**src/rtl/regfile_pkg.sv**
```systemverilog
// regfile_pkg: shared constants and helpers for the integer register file.
// Default XLEN/NREGS are also used by decode and writeback.
package regfile_pkg;

  localparam int XLEN_DEF  = 64;
  localparam int NREGS_DEF = 32;
  localparam int X0        = 0;

  function automatic int calcAw(input int n);
    return (n > 1) ? $clog2(n) : 1;
  endfunction

endpackage

```
**src/rtl/regfile_scoreboard.sv**
```systemverilog
// regfile_scoreboard: busy bits for in-flight destinations, issue gating.
// REGFILE_BYPASS_EN masks rbusy when the same register retires this cycle.
module regfile_scoreboard
  import regfile_pkg::*;
#(
  parameter int NREGS = NREGS_DEF,
  parameter int NRD   = 2,
  parameter int AW    = calcAw(NREGS)
) (
  input  logic              clk,
  input  logic              rst,
  input  logic              issValid,
  input  logic [AW-1:0]     issRd,
  input  logic [NREGS-1:0]  wrMask,
  input  logic [NRD*AW-1:0] raddr,
  output logic              issReady,
  output logic [NRD-1:0]    rbusy
);

  logic [NREGS-1:0] busy;
  logic [NREGS-1:0] setMask;
  logic             issFire;

  // Issue is blocked only by a busy, non-retiring destination
  always_comb begin
    issReady = rst && ((issRd == AW'(X0)) || !busy[issRd] || wrMask[issRd]);
    issFire  = issValid && issReady;
    setMask  = '0;
    if (issFire && (issRd != AW'(X0)))
      setMask[issRd] = 1'b1;
  end

  // Set wins over clear so the newest producer owns the register
  always_ff @(posedge clk) begin
    if (!rst)
      busy <= '0;
    else
      busy <= (busy & ~wrMask) | setMask;
  end

  // Per-read-port busy lookup
  always_comb begin
    rbusy = '0;
    for (int k = 0; k < NRD; k++) begin
`ifdef REGFILE_BYPASS_EN
      rbusy[k] = rst && busy[raddr[k*AW +: AW]]
                 && !wrMask[raddr[k*AW +: AW]];
`else
      rbusy[k] = rst && busy[raddr[k*AW +: AW]];
`endif
    end
  end

endmodule

```
**src/rtl/regfile_mp.sv**
```systemverilog
// regfile_mp: multi-port integer register file with busy scoreboard.
// Define REGFILE_BYPASS_EN for same-cycle write-to-read forwarding.
module regfile_mp
  import regfile_pkg::*;
#(
  parameter int XLEN  = XLEN_DEF,
  parameter int NREGS = NREGS_DEF,
  parameter int NRD   = 2,
  parameter int NWR   = 1,
  parameter int AW    = calcAw(NREGS)
) (
  input  logic                clk,
  input  logic                rst,
  input  logic [NRD*AW-1:0]   raddr,
  output logic [NRD*XLEN-1:0] rdata,
  output logic [NRD-1:0]      rbusy,
  input  logic [NWR-1:0]      we,
  input  logic [NWR*AW-1:0]   waddr,
  input  logic [NWR*XLEN-1:0] wdata,
  input  logic                iss_valid,
  input  logic [AW-1:0]       iss_rd,
  output logic                iss_ready
);

  logic [XLEN-1:0]  regs [NREGS];
  logic [NREGS-1:0] wrMask;

  // One-hot set of registers retiring this cycle (x0 excluded)
  always_comb begin
    wrMask = '0;
    for (int j = 0; j < NWR; j++) begin
      if (we[j] && (waddr[j*AW +: AW] != AW'(X0)))
        wrMask[waddr[j*AW +: AW]] = 1'b1;
    end
  end

  // Storage update; later ports override earlier ones
  always_ff @(posedge clk) begin
    if (!rst) begin
      for (int r = 0; r < NREGS; r++)
        regs[r] <= '0;
    end else begin
      for (int j = 0; j < NWR; j++) begin
        if (we[j] && (waddr[j*AW +: AW] != AW'(X0)))
          regs[waddr[j*AW +: AW]] <= wdata[j*XLEN +: XLEN];
      end
    end
  end

  // Read muxing with optional forwarding from the write ports
  always_comb begin
    rdata = '0;
    for (int k = 0; k < NRD; k++) begin
      if (rst && (raddr[k*AW +: AW] != AW'(X0))) begin
        rdata[k*XLEN +: XLEN] = regs[raddr[k*AW +: AW]];
`ifdef REGFILE_BYPASS_EN
        for (int j = 0; j < NWR; j++) begin
          if (we[j] && (waddr[j*AW +: AW] == raddr[k*AW +: AW]))
            rdata[k*XLEN +: XLEN] = wdata[j*XLEN +: XLEN];
        end
`endif
      end
    end
  end

  regfile_scoreboard #(
    .NREGS (NREGS),
    .NRD   (NRD),
    .AW    (AW)
  ) uSb (
    .clk      (clk),
    .rst      (rst),
    .issValid (iss_valid),
    .issRd    (iss_rd),
    .wrMask   (wrMask),
    .raddr    (raddr),
    .issReady (iss_ready),
    .rbusy    (rbusy)
  );

endmodule

```
**config.mk**
```make
export PLATFORM = sky130hd
export DESIGN_NAME = regfile_mp
export DESIGN_NICKNAME = d
export VERILOG_FILES = /design/src/rtl/regfile_pkg.sv /design/src/rtl/regfile_scoreboard.sv /design/src/rtl/regfile_mp.sv
export SDC_FILE = /design/constraint.sdc
export NUM_CORES = 2
export LEC_CHECK = 0
export CORE_AREA = 4 4 412 617
export DETAILED_ROUTE_END_ITERATION = 8
export DIE_AREA = 0 0 416 621
export GPL_TIMING_DRIVEN = 0
export HOLD_SLACK_MARGIN = 0.05
export PLACE_DENSITY_LB_ADDON = 0.3
export RECOVER_POWER = 50
export SLEW_MARGIN = 40
export SYNTH_ARGS = -nofsm -noshare
export SYNTH_HDL_FRONTEND = slang
export SYNTH_SLANG_ARGS = --single-unit
```
**constraint.sdc**
```tcl
create_clock -name clk -period 12.05 [get_ports clk]
set_clock_uncertainty 0.1 [all_clocks]
set_input_delay 2.41 -clock clk [delete_from_list [all_inputs] [get_ports clk]]
set_output_delay 2.41 -clock clk [all_outputs]
set_load 0.01 [all_outputs]
```
==> results.yml <==
placed_design:
  place.gp.congestion: 0.9690
  placedCellCount: 11940
  port_buffers: 207
  place_hpwl_mm: 364.6
routing:
  final_antenna_net_count: 0
  met1Wirelength_mm: 146.5
  wl_per_cell_um: 39.15
  wl_met2_mm: 224.0
  via_per_inst: 6.886
  vias: 85280
  drc_errors: 0
  dr.pass1.iters: 8
  drt_iter0_markers: 12830
  met3_length_mm: 62.26
  routed_wl_mm: 484.8
  dr.max_layer_used: "met5"
clocking:
  cts_tree: "yes"
  postCtsSetupBuffers: 0
  ctsHoldBuffers: 0
  root_buffer: "clkbuf_16"
  clock_latency_ps: 880
  clock_sinks: 2080
  cts_buffers: 196
  cts_buffer_depth: 4
  path_clk_slew_ps: 60
  postCtsResizedCells: 0
  htree_levels: 4
synth:
  syn_inst: 8123
  synth.yosys.warnings: 0
  synth-async-reset-ratio_pct: 0
  synth_top_area_share_pct: 55.14
  synth_edf_count: 2048
  ys_seq_area_share_pct: 55.72
  avgSynthCellArea_sq_um: 13.73
  synth_cell_types: 49
  synth_most_common_cell: "edfxtp_1"
  synth_flop_cell: "edfxtp_1"
  synth_largest_area_cell: "edfxtp_1"
  synth_common_cells: "edfxtp_1 (2048), and2_1 (1985), mux2i_1 (919), mux4_2 (605), clkbuf_1 (600)"
  synth_area_leaders: "edfxtp_1 (55%), mux4_2 (12%), and2_1 (11%), mux2i_1 (8.2%), o221ai_1 (3.6%)"
  synth.cell_area_sq_um: 111500
  synth-seq-cells: 2080
sta:
  setup_viol: 0
  hold_violations: 0
  slew_viol_final: 246
  fin_crit_ps: 10600
  worst_slew_pin_slew_ps: 3482
  period_share_pct: 87.99
  whs_ps: 387.4
  max_clock_freq_mhz: 94.32
  rsz0062_at_grt: "false"
  slew_headroom_pct: -134.6
flow_run:
  maxCapViolCount: 31
floorplan:
  die_w_um: 416
  core-area_sq_um: 248300
  die_y_um: 621
  pin_count: 219
  rows: 224
  initial_core_util_pct: 44.91
  dieArea_sq_um: 258300
setup_path:
  path_buf_inv: 5
  path_class: "input port to output pin"
  endpoint_kind: "output pin"
  slowest_delay_ps: 2400
  cp_top_family: "buffers and inverters"
  startpoint_type: "input port"
  cp.arrival_ps: 8090
  path_max_fanout: 36
  required_ps: 9540
  worstPathCellList: "dlygate4sd3_1 -> clkbuf_1 -> clkinvlp_2 -> buf_16 -> nor2_1 -> clkdlybuf4s50_1"
  critPathSlowestCell: "clkinvlp_2"
global_routing:
  grt_pass1_wl_mm: 656.6
  grt.total_usage_pct: 36.55
  antenna_found_initial: 62
  overflow: 0
  grt_pass1_vias: 84070
  grt_max_degree: 37
run_status:
  status: "complete, but fails checks"
  violations: "max-capacitance violations, max-slew violations"
layout:
  stdcell_count: 12380
  fin_nets: 8955
  syn2layout_area_growth_pct: 13.99
  drive_above_1_share_pct: 14.99
worst_hold_path:
  min_path_type: "flop to flop"
power:
  leakage_uw: 0.04415
  peakVddDrop_mv: 0.1314
  pwr_density_cell_nw_per_um2: 138.0
## state kept, by name (all words and copies together) (netlist names)
name	cells
regs	2048
uSb.busy	32
## stage by stage
step,setup TNS [ps],util (%),power [uW],area (sq um),worst slack [ps]
floorplan,0,-,10030,111800,3525
global placement,-7007210,47.49,11120,117900,-4653
detailed placement,0,49.49,11210,122900,2692
CTS,0,52.02,17420,129200,2653
global route,0,51.13,17810,127000,1560
finish,0,51.19,17540,127100,1448
## routing by layer
metal,up-vias,GRT usage (%)
met2,7506,58.33
li1,32830,-
met5,-,0.2235
met3,2586,13.09
met1,42320,38.42
met4,40,31.13
## logic make-up after synthesis
| kind of cell | synth area share [%] |
|---|---|
| mux | 20.52 |
| buf+inv | 3.451 |
| flops | 55.72 |
| simple gates | 12.90 |
| other cells | 0.003362 |
| xor+xnor | 0.02356 |
| compound gates | 7.381 |
## worst reg2reg max path, delay by kind of cell (launching register included)
family          cells  cell delay, ps
compound gates      5            1360
buf+inv             2             630
flops               1             400
## placed cells by master (no fill, tap or decap), types with 86 or more instances in the layout
| master | Yosys | final |
|---|---|---|
| o221ai_1 | 456 | 456 |
| o22ai_1 | 243 | 243 |
| clkbuf_2 | 0 | 89 |
| a21oi_1 | 364 | 364 |
| mux4_2 | 605 | 605 |
| clkdlybuf4s50_1 | 0 | 203 |
| nor2_1 | 245 | 244 |
| and2_1 | 1985 | 1401 |
| and2_0 | 0 | 584 |
| buf_2 | 151 | 159 |
| diode_2 | 0 | 86 |
| edfxtp_1 | 2048 | 2048 |
| buf_8 | 0 | 99 |
| clkbuf_1 | 600 | 687 |
| clkbuf_16 | 0 | 201 |
| nor3_1 | 121 | 120 |
| mux2i_1 | 919 | 919 |
## path summary, 6_finish.rpt
check | from | endpoint | slack (ps) | cells after the start
setup / recovery | rst | rbusy[1] | 1450 | 6
hold / removal | uSb.busy[7] | uSb.busy[7] | 390 | 2
setup reg to reg | uSb.busy[21] | uSb.busy[15] | 9330 | 7
hold reg to reg | uSb.busy[7] | uSb.busy[7] | 390 | 2
## final cells by class
type                       instances  area [sq um]
clock buffer                     233          5150
timing repair buffer             483          4617
clock inverter                   119          1140
tap                             3277          4100
buffer                           861          3877
sequential                      2080         62140
antenna                           86         215.2
inverter                          28         106.4
fill                           21350        121200
multi-input combinational       5217         45780
## power breakdown
part	switching, uW	total (uW)	internal, uW
logic	1650	2560	909
registers	216	8570	8350
clock network	2880	6410	3530
total	4750	17500	12800
(Power assumes the default switching activity.)
